--- src/rtl/ps2_pkg.sv ---
// PS/2 shared definitions: transmitter state encoding, microsecond-to-cycle
// conversion and odd parity. Imported by ps2_host_tx and keyboard_controller.
// No ports; compile before any module that imports it.
package ps2_pkg;

    typedef enum logic [2:0] {
        ST_IDLE,
        ST_INHIBIT,
        ST_RTS,
        ST_BITS,
        ST_ACK,
        ST_WAIT_REL,
        ST_FAIL
    } ps2_tx_state_t;

    // Clock cycles in 'us' microseconds at 'hz'; 64-bit product avoids
    // overflow at 50 MHz x 15 ms.
    function automatic int cycles_from_us(input longint hz, input longint us);
        return int'((hz * us) / 64'd1_000_000);
    endfunction

    // PS/2 frames carry odd parity: the parity bit makes the count of ones
    // across data+parity odd.
    function automatic logic odd_parity(input logic [7:0] d);
        return ~^d;
    endfunction

endpackage

--- src/rtl/ps2_line_filter.sv ---
// Purpose: 2-FF synchroniser plus FILT_LEN-sample glitch filter and fall detect for one PS/2 line.
// Latency: 2 + FILT_LEN cycles from pin change to level/fall update.
// Backpressure: none; free-running, one sample per clock.
// Ports: clk, rst (sync, active-high); line = async pin level;
//        level = filtered level (resets to 1, idle line); fall = 1-cycle pulse on filtered 1->0.
module ps2_line_filter #(
    parameter int FILT_LEN = 8
) (
    input  logic clk,
    input  logic rst,
    input  logic line,
    output logic level,
    output logic fall
);

    localparam int RUN_W = (FILT_LEN > 1) ? $clog2(FILT_LEN) : 1;
    localparam logic [RUN_W-1:0] RUN_LAST = RUN_W'(FILT_LEN - 1);

    logic [1:0]       sync;
    logic [RUN_W-1:0] run;   // consecutive synchronised samples that differ from level

    always_ff @(posedge clk) begin
        if (rst) begin
            sync  <= 2'b11;
            level <= 1'b1;
            run   <= '0;
            fall  <= 1'b0;
        end else begin
            sync <= {sync[0], line};
            fall <= 1'b0;
            if (sync[1] == level) begin
                run <= '0;
            end else if (run == RUN_LAST) begin
                // FILT_LEN-th consecutive differing sample: accept new level.
                level <= sync[1];
                run   <= '0;
                fall  <= level;   // old level 1 -> new level 0
            end else begin
                run <= run + RUN_W'(1);
            end
        end
    end

endmodule

--- src/rtl/ps2_host_tx.sv ---
// Purpose: host-to-device PS/2 command transmitter, open-drain drive of PS2_CLK/PS2_DAT.
// Latency: INHIBIT_US clock inhibit, then one bit per device clock fall; done/err pulse after ACK/timeout.
// Backpressure: tx_ready high only in IDLE; tx_valid while busy is ignored.
// Ports: clk_cpu, rst (sync, active-high); tx_valid/tx_data/tx_ready request handshake;
//        tx_done/tx_err 1-cycle result pulses; rx_inhibit tells the receiver to ignore the lines;
//        ps2_clk_i/ps2_dat_i async pin levels; ps2_clk_oe/ps2_dat_oe pull the lines low when 1.
// Option: define PS2_TX_RETRY_EN to retry a failed frame once before pulsing tx_err.
module ps2_host_tx
    import ps2_pkg::*;
#(
    parameter int CLK_HZ     = 50_000_000,
    parameter int INHIBIT_US = 120,
    parameter int TIMEOUT_US = 15000,
    parameter int FILT_LEN   = 8
) (
    input  logic       clk_cpu,
    input  logic       rst,
    input  logic       tx_valid,
    input  logic [7:0] tx_data,
    output logic       tx_ready,
    output logic       tx_done,
    output logic       tx_err,
    output logic       rx_inhibit,
    input  logic       ps2_clk_i,
    input  logic       ps2_dat_i,
    output logic       ps2_clk_oe,
    output logic       ps2_dat_oe
);

    localparam int INH_CYC = cycles_from_us(CLK_HZ, INHIBIT_US);
    localparam int TO_CYC  = cycles_from_us(CLK_HZ, TIMEOUT_US);
    localparam int CNT_MAX = (INH_CYC > TO_CYC) ? INH_CYC : TO_CYC;
    localparam int CNT_W   = $clog2(CNT_MAX + 1);
    localparam logic [CNT_W-1:0] INH_LAST = CNT_W'(INH_CYC - 1);
    localparam logic [CNT_W-1:0] TO_LAST  = CNT_W'(TO_CYC - 1);

    ps2_tx_state_t    state, state_nxt;
    logic [CNT_W-1:0] cnt, cnt_nxt;       // inhibit timer, then timeout timer
    logic [3:0]       idx, idx_nxt;       // next frame bit to drive
    logic [9:0]       frame, frame_nxt;   // {stop, parity, data[7:0]}
    logic             dat_oe, dat_oe_nxt;
    logic             done_c, err_c;

    logic clk_level, clk_fall;
    logic dat_level, dat_fall_unused;   // data-line edges are not needed here

`ifdef PS2_TX_RETRY_EN
    logic retried, retried_nxt;
`endif

    ps2_line_filter #(.FILT_LEN(FILT_LEN)) u_clk_filt (
        .clk   (clk_cpu),
        .rst   (rst),
        .line  (ps2_clk_i),
        .level (clk_level),
        .fall  (clk_fall)
    );

    ps2_line_filter #(.FILT_LEN(FILT_LEN)) u_dat_filt (
        .clk   (clk_cpu),
        .rst   (rst),
        .line  (ps2_dat_i),
        .level (dat_level),
        .fall  (dat_fall_unused)
    );

    always_comb begin
        state_nxt  = state;
        cnt_nxt    = cnt;
        idx_nxt    = idx;
        frame_nxt  = frame;
        dat_oe_nxt = dat_oe;
        done_c     = 1'b0;
        err_c      = 1'b0;
`ifdef PS2_TX_RETRY_EN
        retried_nxt = retried;
`endif
        case (state)
            ST_IDLE: begin
`ifdef PS2_TX_RETRY_EN
                retried_nxt = 1'b0;
`endif
                // Accepted even if the device is mid-transmit: inhibit aborts it.
                if (tx_valid) begin
                    frame_nxt = {1'b1, odd_parity(tx_data), tx_data};
                    cnt_nxt   = '0;
                    state_nxt = ST_INHIBIT;
                end
            end
            ST_INHIBIT: begin
                if (cnt == INH_LAST) begin
                    dat_oe_nxt = 1'b1;   // start bit goes out as the clock is released
                    state_nxt  = ST_RTS;
                end else begin
                    cnt_nxt = cnt + CNT_W'(1);
                end
            end
            ST_RTS: begin
                cnt_nxt   = '0;
                idx_nxt   = '0;
                state_nxt = ST_BITS;
            end
            ST_BITS: begin
                // A fall in the timeout cycle still counts as progress.
                if (clk_fall) begin
                    cnt_nxt    = '0;
                    dat_oe_nxt = ~frame[idx];
                    idx_nxt    = idx + 4'd1;
                    if (idx == 4'd9)
                        state_nxt = ST_ACK;
                end else if (cnt == TO_LAST) begin
                    state_nxt = ST_FAIL;
                end else begin
                    cnt_nxt = cnt + CNT_W'(1);
                end
            end
            ST_ACK: begin
                if (clk_fall) begin
                    cnt_nxt   = '0;
                    state_nxt = dat_level ? ST_FAIL : ST_WAIT_REL;
                end else if (cnt == TO_LAST) begin
                    state_nxt = ST_FAIL;
                end else begin
                    cnt_nxt = cnt + CNT_W'(1);
                end
            end
            ST_WAIT_REL: begin
                if (clk_level && dat_level) begin
                    done_c    = 1'b1;
                    state_nxt = ST_IDLE;
                end else if (clk_fall) begin
                    cnt_nxt = '0;
                end else if (cnt == TO_LAST) begin
                    state_nxt = ST_FAIL;
                end else begin
                    cnt_nxt = cnt + CNT_W'(1);
                end
            end
            ST_FAIL: begin
`ifdef PS2_TX_RETRY_EN
                if (!retried) begin
                    retried_nxt = 1'b1;
                    cnt_nxt     = '0;
                    state_nxt   = ST_INHIBIT;
                end else begin
                    err_c     = 1'b1;
                    state_nxt = ST_IDLE;
                end
`else
                err_c     = 1'b1;
                state_nxt = ST_IDLE;
`endif
            end
            default: state_nxt = ST_IDLE;
        endcase

        // Both lines are released for the whole FAIL cycle.
        if (state_nxt == ST_FAIL)
            dat_oe_nxt = 1'b0;
    end

    always_ff @(posedge clk_cpu) begin
        if (rst) begin
            state  <= ST_IDLE;
            cnt    <= '0;
            idx    <= '0;
            frame  <= '0;
            dat_oe <= 1'b0;
`ifdef PS2_TX_RETRY_EN
            retried <= 1'b0;
`endif
        end else begin
            state  <= state_nxt;
            cnt    <= cnt_nxt;
            idx    <= idx_nxt;
            frame  <= frame_nxt;
            dat_oe <= dat_oe_nxt;
`ifdef PS2_TX_RETRY_EN
            retried <= retried_nxt;
`endif
        end
    end

    // Handshake outputs are forced low while reset is held.
    assign tx_ready   = (state == ST_IDLE) && !rst;
    assign tx_done    = done_c && !rst;
    assign tx_err     = err_c && !rst;
    assign rx_inhibit = (state != ST_IDLE);
    assign ps2_clk_oe = (state == ST_INHIBIT);
    assign ps2_dat_oe = dat_oe;

endmodule

--- config.mk ---
export PLATFORM = sky130hd
export DESIGN_NAME = ps2_host_tx
export DESIGN_NICKNAME = d
export VERILOG_FILES = /design/src/rtl/ps2_pkg.sv /design/src/rtl/ps2_line_filter.sv /design/src/rtl/ps2_host_tx.sv
export SDC_FILE = /design/constraint.sdc
export NUM_CORES = 1
export LEC_CHECK = 0
export ABC_AREA = 1
export BUFFER_PORTS_ARGS = -buffer_cell sky130_fd_sc_hd__buf_2
export CAP_MARGIN = 5
export CORE_MARGIN = 4
export CORE_UTILIZATION = 55
export CTS_CLUSTER_SIZE = 10
export DETAILED_ROUTE_END_ITERATION = 10
export GPL_TIMING_DRIVEN = 1
export PLACE_DENSITY = 0.85
export SYNTH_ARGS = -nofsm -noshare
export SYNTH_HDL_FRONTEND = slang
export SYNTH_SLANG_ARGS = --single-unit
export TNS_END_PERCENT = 30
--- constraint.sdc ---
create_clock -name clk_cpu -period 2.67 [get_ports clk_cpu]
set_clock_uncertainty 0.1 [all_clocks]
set_input_delay 0.4005 -clock clk_cpu [delete_from_list [all_inputs] [get_ports clk_cpu]]
set_output_delay 0.4005 -clock clk_cpu [all_outputs]
set_load 0.03 [all_outputs]
### Yosys cells after proc, flatten, opt, wreduce, memory -nomap -nowiden

Cells that the tools add are included.
W data, S select, Z words.

* add/subtract/negate cells: 4
* $lt $le $gt $ge: 1
* eq/ne operators: 19
* muxes and demuxes: 26
* bitwise logic cells: 4
* reduce and logical (&&, ||, !) cells: 22

Operator list (count)
* $mux W20: 5
* $pmux W20 S5: 1
* $mux W3: 8
* $add A20 B1 Y20 const B: 1
* $eq A20 B13 Y1 const B: 1
* $eq A20 B20 Y1 const B: 1
* $eq A3 B3 Y1 const B: 6
* $pmux W3 S6: 1
* $reduce_or A3 Y1: 3
* $pmux W4 S2: 1
* $reduce_and A2 Y1: 4
* $reduce_xnor A8 Y1: 1
* $add A3 B1 Y3 const B: 2
* $eq A3 B2 Y1 const B: 2
* $mux W1: 6
* $ne A2 B2 Y1 const B: 3
* $lt A4 B5 Y1 const B: 1
* $reduce_bool A5 Y1: 1
* $add A4 B1 Y4 const B: 1
* $bmux W1 S4: 1
* $eq A4 B4 Y1 const B: 1
* $logic_and A1 B1 Y1: 4
* $mux W4: 1
* $ne A2 B1 Y1 const B: 2
* other kinds (12): 18

* register bits: 51
* output and inout bits: 6
* word-level logic and storage cells: 88

### Logic depth before layout (Yosys ltp)

Gate-level depths: netlist of run 1.

* depth after elaboration: 7
* mapped depth: 12
* mapped depth without buffers: 12

### By module

From an unflattened synthesis of run 1, not the netlist that was laid out.

* cell total of the unflattened synthesis: 444
* area total of the unflattened synthesis: 2967.8 µm²

By module, submodules not included
* ps2_host_tx: instances 1, cells each 392, area each 2489.9 µm², seq. area each 760.7 µm²
* ps2_line_filter: instances 2, cells each 26, area each 239.0 µm², seq. area each 140.1 µm²

### Worst setup path after synthesis of run 1

Ideal clock, no wire load.

* path kind: input to output
* start: in rst
* end: out tx_done
* arrival: 1.572 ns
* slack: 0.598 ns
* cell stages on the path: 2
* path buffers: 1
* path through: clkbuf_1 > nor4_1

* cells in the longest elaborated chain, start to end: 2

RTL lines
* start, declared: line ps2_host_tx.sv:17 `input logic rst,`
* $logic_not A1 Y1: line ps2_host_tx.sv:186 `assign tx_done = done_c && !rst;`
* $logic_and A1 B1 Y1: line ps2_host_tx.sv:186
* end, declared: line ps2_host_tx.sv:21 `output logic tx_done,`

Every way passes these cells.

### Worst setup path in the final report of run 1

* start: reg cnt[0]
* end: reg cnt[12]

* cells in the longest elaborated chain, start to end: 5

RTL lines
* start, declared: line ps2_host_tx.sv:38 `logic [CNT_W-1:0] cnt, cnt_nxt;`
* start signal, assigned: line ps2_host_tx.sv:174 `cnt <= cnt_nxt;`
* $add A20 B1 Y20 / $eq A20 B20 Y1 (equally long branches)
* $mux W20: line ps2_host_tx.sv:111, ps2_host_tx.sv:121, ps2_host_tx.sv:133
* $mux W20: line ps2_host_tx.sv:105 `if (clk_fall) begin`
* $mux W20: line ps2_host_tx.sv:128 `if (clk_level && dat_level) begin`
* $pmux W20 S5: line ps2_host_tx.sv:78 `case (state)`

Several ways; a longest one is shown, not always the timed one. The select of a mux whose other input is x is not followed.
A chain may end at the register's enable or synchronous reset.

==> results of run 1 <==
==> registers in the layout, indices dropped and copies added (netlist names), 2 cells and up <==
register / count
cnt: 20
frame: 10
idx: 4
state: 3
u_clk_filt.run: 3
u_dat_filt.run: 3
u_clk_filt.sync: 2
u_dat_filt.sync: 2
==> per-layer routing <==
metal / vias up / track usage / share of wire
met5: - / 0 / 0
met1: 1470 / 0.255 / 0.44
li1: 1633 / - / -
met2: 94 / 0.391 / 0.50
met3: 10 / 0.0326 / 0.048
met4: 0 / 0.0614 / 0.0095
==> kinds of logic after synthesis <==
kind of cell | after synthesis | synth area share
AND/OR/NAND/NOR | 291 | 0.409
AO/OA/AOI/OAI | 73 | 0.124
buffers and inverters | 62 | 0.0836
flip-flops | 51 | 0.325
XOR/XNOR | 11 | 0.0307
adder cells (fa/ha/maj) | 7 | 0.0279
==> worst max-delay path: stages (launching register included) <==
cell and delay [ns]:
dfxtp_1 0.39, ha_1 0.32, inv_1 0.13, nor2_4 0.06, nand4_1 0.14, nor2_2 0.07
nand2_2 0.07, nand2_1 0.06, nor2_2 0.62, o21ai_1 0.15, a21oi_1 0.17
==> through the flow <==
step / instances / cell area (um2) / util / power (mW)
6_report: 583 / 3370 / 0.609 / 1.42
5_1_grt: 583 / 3370 / 0.609 / 1.48
4_1_cts: 583 / 3370 / 0.609 / 1.43
3_5_place_dp: 575 / 3270 / 0.590 / 0.952
3_3_place_gp: 575 / 3270 / 0.590 / 0.947
2_1_floorplan: 495 / 3140 / - / 0.915
==> final cells by class <==
class / instances / area, um2
clock buffers: 7 / 96.3
clock inverters: 1 / 7.51
fillers: 557 / 2170
inverters: 48 / 180
multi-input cells: 382 / 1860
flip-flops and latches: 51 / 1020
well taps: 72 / 90.1
repair buffers: 22 / 120
==> final timing paths <==
kind / from / end / slack [ns]
setup / recovery: cnt[0] / cnt[12] / 0.32
hold / removal: ps2_dat_i / u_dat_filt.sync[0] / 0.18
setup reg to reg: cnt[0] / cnt[12] / 0.32
hold reg to reg: u_dat_filt.sync[0] / u_dat_filt.sync[1] / 0.32
==> power by group through the flow <==
stage	Clock, mW	Sequential (mW)	Combinational (mW)
detailed placement	0	0.809	0.143
finish	0.482	0.791	0.144
global route	0.527	0.793	0.160
CTS	0.494	0.791	0.144
global placement	0	0.807	0.140
floorplan	0	0.805	0.110
==> placed cells by master, fill, tap and decap left out, drive strengths merged <==
cell type,netlist,layout
a211oi,1,1
a21oi,38,38
and2,1,1
buf,7,22
clkbuf,7,7
clkinv,1,1
clkinvlp,0,1
dfxtp,51,51
ha,7,7
inv,47,47
nand2,148,148
nand3,37,37
nand3b,1,1
nand4,16,16
nor2,68,68
nor3,11,11
nor3b,1,1
nor4,1,1
o2111ai,1,1
o211ai,3,3
o21a,1,1
o21ai,27,27
o21bai,2,2
or2,7,7
xnor2,5,5
xor2,6,6
==> key figures, run 1 <==
Route
  – Mean routed wirelength per cell: 12.8 um
  – Routed vias/inst: 5.50
  – Final wirelength: 7460 um
  – DR DRC count: 0
  – Vias: 3207
  – DRT Pass-1 Iters: 5
  – Iteration-0 DRC Markers: 269
  – Post-DRT Antenna Nets: 0

Synthesis
  – Yosys warning count: 0
  – Main synth FF type: dfxtp_1
  – Syn Area/Cell: 6.35 um2
  – Number of synthesized register bits: 51
  – Syn nets: 515
  – Synth cell types: 35
  – Top cell type's share of synthesized area: 0.325
  – Post-synthesis sequential area ratio: 0.325
  – Top-count cell post-synth: nand2_1
  – Cell taking the most area after synthesis: dfxtp_1
  – Number of synthesized flops with an enable pin: 0
  – Asr flop ratio synth: 0
  – Synth cell count leaders: 145 x nand2_1, 60 x nor2_1, 51 x dfxtp_1, 43 x inv_1, 38 x a21oi_1
  – Mapped Cells: 495
  – Cell Area, Synth: 3140 um2
  – Synth area leaders: dfxtp_1 32%, nand2_1 17%, nor2_1 7.2%

Clock tree
  – Inserted Clock Buffers: 5
  – Clock-pin slew of the registers on the worst-case setup and hold paths: 0.09 ns
  – TritonCTS clock tree: built
  – Clock sink count: 51
  – Htree depth: 2
  – Clock root cell: clkbuf_8
  – Cts hold-fix bufs: 0
  – Longest Clk Path Bufs: 2
  – Clock latency on the worst-skew pair: 0.29 ns
  – Post-CTS Resized: 0
  – Setup Buffers After CTS: 0

STA
  – Max transition margin: 0.467
  – Endpoints failing hold: 0
  – RSZ-0062 raised after global routing: no
  – Final Setup Violations: 0
  – Post-layout minimum cycle time: 2.35 ns
  – Pins Over Slew Limit: 0
  – Worst-Margin Slew: 0.798 ns
  – Fin crit share: 0.881
  – Min setup slack post-route: 0.319 ns
  – Max Clk Rate: 0.425 GHz
  – Setup TNS: 0 ns
  – Hold slack final: 0.181 ns

Pwr
  – Sw Pwr: 353 uW
  – Worst VDD drop: 351 uV
  – Pleak: 1.30 nW
  – Cell area power density: 420 nW/um2
  – Flop pwr share: 0.558
  – Combinational power share: 0.102
  – Clock power share: 0.340
  – Internal power: 1.06 mW
  – Switching part of the total: 0.249

Placed design
  – Post-Place Worst Slack: 0.367 ns
  – RD Place Congestion: 0.999
  – Post-DP HPWL: 5590 um
  – I/O Buffers: 18

Global routing
  – Pin count of the biggest net entering global routing: 25
  – Total GRT Usage: 0.213
  – Vias in the first global route: 3013
  – Global-route wire length before repair: 12800 um
  – Initial antenna violation count: 0
  – Total grt overflow: 0

Die
  – I/O Pins: 19
  – # rows: 27
  – Die H: 83.6 um
  – Full die area: 6990 um2
  – Initial Util: 0.567
  – Core box area: 5540 um2
  – DIE WIDTH: 83.6 um

Critical path
  – Worst reg2reg path depth: 10
  – CP required: 2.80 ns
  – Critical path data arrival time: 2.48 ns
  – Worst Setup Path Type: flip-flop to flip-flop
  – CP Launch Type: flip-flop
  – CP max FO: 21
  – Setup crit end kind: flip-flop

Worst hold path
  – Hold Crit Class: input pin to flip-flop
  – WHS Path Cells: 2

Run
  – Max Cap Viol: 0

Finish
  – Ant diodes: 0
  – P&R area growth vs syn: 7.36%
  – Final net count: 530
  – Layout cells sized above 1: 0.108

Outcome
  – Outcome: finished, final reports clean
Note: power is estimated with default switching activity, not from simulation.
==> run 2: changes to the inputs <==
--- a/config.mk
+++ b/config.mk
@@ -16,5 +16,6 @@
 export PLACE_DENSITY = 0.85
 export SYNTH_ARGS = -nofsm -noshare
 export SYNTH_HDL_FRONTEND = slang
+export SYNTH_HIERARCHICAL = 1
 export SYNTH_SLANG_ARGS = --single-unit
 export TNS_END_PERCENT = 30
==> key figures, run 2 <==
Outcome
  – Outcome: finished, final reports clean

Critical path
  – CP Cell Sequence: nor2_2 > nand2_1 > nor2_1 > nor3_2 > nand2_2 > nor2_2 > nand4_1 > a21oi_1
  – Setup crit end kind: flip-flop
  – CP most frequent cell: nor2_2
  – Worst Setup Path Type: flip-flop to flip-flop
  – CP max FO: 16 (-24%)
  – CP Launch Type: flip-flop
  – Worst path max stage delay: 0.55 ns (-0.07 ns)
  – CP delay by family, top: simple AND/OR/NAND/NOR gates
  – CP required: 2.82 ns (+0.02 ns)
  – Critical path data arrival time: 2.41 ns (-0.07 ns)
  – Buf+Inv Stages, Crit Path: 0 (-1)
  – CP max-delay cell: nor2_2

Finish
  – P&R area growth vs syn: 8.53%
  – Commonest non-fill, non-tap cell in the layout: nand2_1
  – Layout cells sized above 1: 0.140 (+0.0321)
  – Most frequent cells in the layout: 100 x nand2_1, 59 x nor2_1, 52 x inv_1
  – Fin cells: 528 (-9.4%)
  – Ant diodes: 0 (unchanged)
  – Top reg by flops: cnt
  – Post-Layout Inst Area: 3190 um2 (-5.6%)
  – Fillers: 501 (-10%)
  – Top flop regs: cnt: 20 flops, frame: 10 flops, idx: 4 flops
  – Final net count: 477 (-10%)
  – Max reg flops: 20 (unchanged)

Route
  – Final wirelength: 6770 um (-9.3%)
  – Routed vias/inst: 5.49 (-0.19%)
  – DR DRC count: 0 (unchanged)
  – Vias: 2899 (-9.6%)
  – Post-DRT Antenna Nets: 0 (unchanged)
  – DRT Pass-1 Iters: 5 (unchanged)
  – Mean routed wirelength per cell: 12.8 um (+0.17%)
  – Iteration-0 DRC Markers: 212 (-21%)

STA
  – Endpoints failing hold: 0 (unchanged)
  – RSZ-0062 raised after global routing: no
  – Max Clk Rate: 0.442 GHz (+3.8%)
  – Pins Over Slew Limit: 0 (unchanged)
  – Setup TNS: 0 ns (unchanged)
  – Max transition margin: 0.535 (+0.0680)
  – Worst-Margin Slew: 0.696 ns (-0.102 ns)
  – Min setup slack post-route: 0.405 ns (+0.0865 ns)
  – Fin crit share: 0.848 (-0.0324)
  – Post-layout minimum cycle time: 2.26 ns (-0.0865 ns)
  – Final Setup Violations: 0 (unchanged)

Global routing
  – Total grt overflow: 0 (unchanged)
  – Global-route wire length before repair: 11600 um (-9.4%)
  – Pin count of the biggest net entering global routing: 29 (+16%)
  – Vias in the first global route: 2738 (-9.1%)
  – Initial antenna violation count: 0 (unchanged)
  – Total GRT Usage: 0.224 (+0.0104)

Die
  – DIE WIDTH: 81.1 um (-3.0%)
  – I/O Pins: 19 (unchanged)
  – Initial Util: 0.571 (+0.00378)
  – Core box area: 5140 um2 (-7.2%)
  – Full die area: 6570 um2 (-6.0%)
  – Die H: 81.1 um (-3.0%)
  – # rows: 26 (-3.7%)

Synthesis
  – Cell Area, Synth: 2940 um2 (-6.6%)
  – Yosys warning count: 6 (+6)
  – Mapped Cells: 440 (-11%)
  – Syn nets: 460 (-11%)
  – Syn Area/Cell: 6.67 um2 (+5.1%)

Clock tree
  – TritonCTS clock tree: built
  – Htree depth: 2 (unchanged)
  – Cts hold-fix bufs: 0 (unchanged)
  – Clock-pin slew of the registers on the worst-case setup and hold paths: 0.10 ns (about the same)
  – Post-CTS Resized: 0 (unchanged)
  – Setup Buffers After CTS: 0 (unchanged)
  – Inserted Clock Buffers: 5 (unchanged)
  – Clock sink count: 51 (unchanged)
  – Clock root cell: clkbuf_8
  – Longest Clk Path Bufs: 2 (unchanged)
  – Clock latency on the worst-skew pair: 0.31 ns (+0.02 ns)

Pwr
  – Pleak: 1.36 nW (+4.7%)
  – Worst VDD drop: 311 uV (-11%)
  – Cell area power density: 469 nW/um2 (+12%)
  – Tot Pwr: 1.49 mW (+5.4%)

Placed design
  – Post-DP HPWL: 4930 um (-12%)
  – Dpl cell area: 3070 um2 (-6.2%)
  – RD Place Congestion: 0.934 (-6.5%)
  – I/O Buffers: 18 (unchanged)
  – Placed cells: 520 (-9.6%)
  – Post-Place Worst Slack: 0.514 ns (+0.147 ns)

Run
  – Max Cap Viol: 0 (unchanged)

Worst hold path
  – Hold Crit Class: input pin to flip-flop
==> run 2: cell type report <==
type	instances	area (um2)	area share
Inverter	57	214	0.0672
Tap cell	70	87.6	0.0275
Clock buffer	5	68.8	0.0216
Multi-Input combinational cell	322	1640	0.515
Clock inverter	3	47.5	0.0149
Timing Repair Buffer	20	105	0.0330
Sequential cell	51	1020	0.321
==> run 2: power breakdown <==
part           total, mW  switching [mW]  internal (mW)
clock network      0.555           0.271          0.284
registers          0.792          0.0120          0.780
logic              0.145          0.0945         0.0509
==> run 2: worst paths after layout <==
check	start	endpoint	slack [ns]	cells after the start
setup / recovery	state[2]	cnt[19]	0.41	8
hold / removal	ps2_dat_i	u_dat_filt/sync[0]	0.17	2
setup reg to reg	state[2]	cnt[19]	0.41	8
hold reg to reg	u_clk_filt/sync[0]	u_clk_filt/sync[1]	0.32	1
==> run 2: worst register-to-register path, delay by kind of cell (launching register included) <==
family | cells | cell delay, ns
simple gates | 7 | 1.40
compound gates | 1 | 0.20
flops | 1 | 0.51
==> run 2: metal layers <==
layer | track usage | share of wire | vias up
met5 | 0 | 0 | -
met4 | 0.101 | 0.027 | 0
met3 | 0.0466 | 0.081 | 23
met2 | 0.379 | 0.46 | 138
met1 | 0.271 | 0.43 | 1277
li1 | - | - | 1461
==> run 2: through the flow <==
stage	hold WS, ns	utilization
floorplan	0.289	-
global placement	0.291	0.597
detailed placement	0.296	0.597
CTS	0.160	0.620
global route	0.168	0.620
finish	0.166	0.620
==> run 3: changes to the inputs <==
==> constraint.sdc (replaced) <==
create_clock -name clk_cpu -period 2.1 [get_ports clk_cpu]
set_clock_uncertainty 0.1 [all_clocks]
set_input_delay 0.315 -clock clk_cpu [delete_from_list [all_inputs] [get_ports clk_cpu]]
set_output_delay 0.315 -clock clk_cpu [all_outputs]
set_load 0.03 [all_outputs]
==> key figures, run 3 (synthesized netlist as in run 2, its figures left out) <==
Critical path
  – CP Cell Sequence: ha_1 > nand3_1 > nor2_2 > nand4_2 > nand2_2 > nor2_4 > nand3_1 > nand2_1 > nand2_1 > nor2_1
  – Worst path max stage delay: 0.40 ns (-0.15 ns)
  – CP max FO: 21 (+5)
  – Worst Setup Path Type: flip-flop to flip-flop
  – Buf+Inv Stages, Crit Path: 0 (unchanged)
  – CP delay by family, top: simple AND/OR/NAND/NOR gates
  – Setup crit end kind: flip-flop
  – CP required: 2.25 ns (-0.57 ns)
  – Worst r2r src: cnt[1]
  – CP Launch Type: flip-flop
  – Slack of the worst reg-to-reg path: 0.16 ns (-0.25 ns)
  – Critical path data arrival time: 2.10 ns (-0.31 ns)
  – Endpoint of the worst register-to-register path: cnt[17]
  – Worst reg2reg path depth: 10 (+2)
  – CP startpoint: cnt[1]
  – CP max-delay cell: nor2_4

STA
  – Fin crit share: 0.926 (+0.0775)
  – Endpoints failing hold: 0 (unchanged)
  – Setup TNS: 0 ns (unchanged)
  – Max Clk Rate: 0.514 GHz (+17%)
  – Final Setup Violations: 0 (unchanged)
  – Pins Over Slew Limit: 0 (unchanged)
  – Post-layout minimum cycle time: 1.94 ns (-0.321 ns)
  – RSZ-0062 raised after global routing: yes
  – Hold slack final: 0.0882 ns (-0.0781 ns)
  – Min setup slack post-route: 0.156 ns (-0.249 ns)
  – Max transition margin: 0.669 (+0.134)
  – Worst-Margin Slew: 0.495 ns (-0.201 ns)

Finish
  – Fillers: 475 (-5.2%)
  – Storage cell area: 1020 um2 (+0.12%)
  – Commonest non-fill, non-tap cell in the layout: nand2_1
  – Most frequent cells in the layout: 100 x nand2_1, 55 x nor2_1, 52 x inv_1
  – Final net count: 496 (+4.0%)
  – Final Util: 0.656 (+0.0365)
  – Top reg by flops: cnt
  – Area of the multi-input gates: 1670 um2 (+1.4%)
  – Layout cells sized above 1: 0.184 (+0.0447)
  – Fin cells: 547 (+3.6%)
  – Max reg flops: 20 (unchanged)
  – Ant diodes: 0 (unchanged)
  – P&R area growth vs syn: 14.9%
  – Top flop regs: cnt: 20 flops, frame: 10 flops, idx: 4 flops
  – Post-Layout Inst Area: 3370 um2 (+5.9%)

Outcome
  – Outcome: finished, final reports clean

Global routing
  – Global-route wire length before repair: 12300 um (+5.9%)
  – Pin count of the biggest net entering global routing: 22 (-24%)
  – Total GRT Usage: 0.236 (+0.0121)
  – Total grt overflow: 0 (unchanged)
  – Vias in the first global route: 2886 (+5.4%)
  – Initial antenna violation count: 0 (unchanged)

Clock tree
  – Longest Clk Path Bufs: 2 (unchanged)
  – Htree depth: 2 (unchanged)
  – Clock root cell: clkbuf_8
  – Clock latency on the worst-skew pair: 0.31 ns (about the same)
  – TritonCTS clock tree: built
  – Clock sink count: 51 (unchanged)
  – Cts hold-fix bufs: 0 (unchanged)
  – Inserted Clock Buffers: 5 (unchanged)
  – Clock-pin slew of the registers on the worst-case setup and hold paths: 0.10 ns (about the same)

Route
  – DRT Pass-1 Iters: 4 (-1)
  – Post-DRT Antenna Nets: 0 (unchanged)
  – Final wirelength: 7280 um (+7.6%)
  – DR DRC count: 0 (unchanged)
  – Iteration-0 DRC Markers: 238 (+12%)
  – Mean routed wirelength per cell: 13.3 um (+3.9%)
  – Routed vias/inst: 5.53 (+0.79%)
  – Vias: 3027 (+4.4%)

Placed design
  – Post-DP HPWL: 5320 um (+7.8%)
  – Placed cells: 539 (+3.7%)
  – Post-Place Worst Slack: -0.132 ns (-0.646 ns)
  – RD Place Congestion: 0.968 (+3.6%)
  – I/O Buffers: 18 (unchanged)
  – Dpl cell area: 3210 um2 (+4.6%)

Worst hold path
  – WHS Path Cells: 2 (unchanged)
  – Hold Crit Class: input pin to flip-flop
  – Min-delay src: ps2_dat_i
  – Hold Path End: u_dat_filt/sync[0]

Pwr
  – Worst VDD drop: 351 uV (+13%)
  – Tot Pwr: 2.02 mW (+35%)
  – Pleak: 1.46 nW (+7.5%)
  – Cell area power density: 598 nW/um2 (+28%)

Die
  – Die H: 81.1 um (unchanged)
  – I/O Pins: 19 (unchanged)
  – DIE WIDTH: 81.1 um (unchanged)
  – Initial Util: 0.571 (unchanged)
  – Full die area: 6570 um2 (unchanged)
  – Core box area: 5140 um2 (unchanged)
  – # rows: 26 (unchanged)

Run
  – Max Cap Viol: 0 (unchanged)
-- run 3: power breakdown --
part           leakage, nW  total, mW  internal (mW)  switching [mW]
Combinational        0.979      0.206         0.0767           0.130
Clock               0.0644      0.805          0.475           0.330
Sequential           0.415       1.00          0.992          0.0125
Total                 1.46       2.02           1.54           0.472
-- run 3: metal layers --
layer | wire length (um) | track usage | vias to the layer above
met4 | 208 | 0.0963 | 0
met2 | 3590 | 0.422 | 132
met3 | 549 | 0.0377 | 21
li1 | - | - | 1493
met1 | 2930 | 0.279 | 1381
met5 | 0 | 0 | -
-- run 3: how the worst max path moves through the flow --
stage | to | slack (ns) | cells after the start
6_report | cnt[17] | 0.16 | 10
5_1_grt | cnt[17] | -0.01 | 10
4_1_cts | cnt[8] | 0.11 | 12
3_5_place_dp | cnt[17] | -0.13 | 10
3_3_place_gp | cnt[18] | -0.03 | 9
2_1_floorplan | tx_done | 0.15 | 2
-- run 3: cell type report --
| cell class | instances | share of cell area |
|---|---|---|
| Sequential cell | 51 | 0.303 |
| Inverter | 57 | 0.0634 |
| Clock inverter | 3 | 0.0200 |
| Timing Repair Buffer | 39 | 0.0734 |
| Clock buffer | 5 | 0.0204 |
| Multi-Input combinational cell | 322 | 0.494 |
| Tap cell | 70 | 0.0260 |
-- run 3: worst reg2reg max path: stages (launching register included) --
cell     delay [ns]
dfxtp_1        0.35
ha_1           0.23
nand3_1        0.15
nor2_2         0.06
nand4_2        0.12
nand2_2        0.09
nor2_4         0.40
nand3_1        0.18
nand2_1        0.10
nand2_1        0.05
nor2_1         0.08
-- run 3: what timing repair did --
| action | in CTS | in global routing |
|---|---|---|
| buffers inserted | 0 | 0 |
| gates resized for setup | 1 | 6 |
| endpoints found under the setup margin | 11 | 17 |
| pin swaps | 0 | 1 |
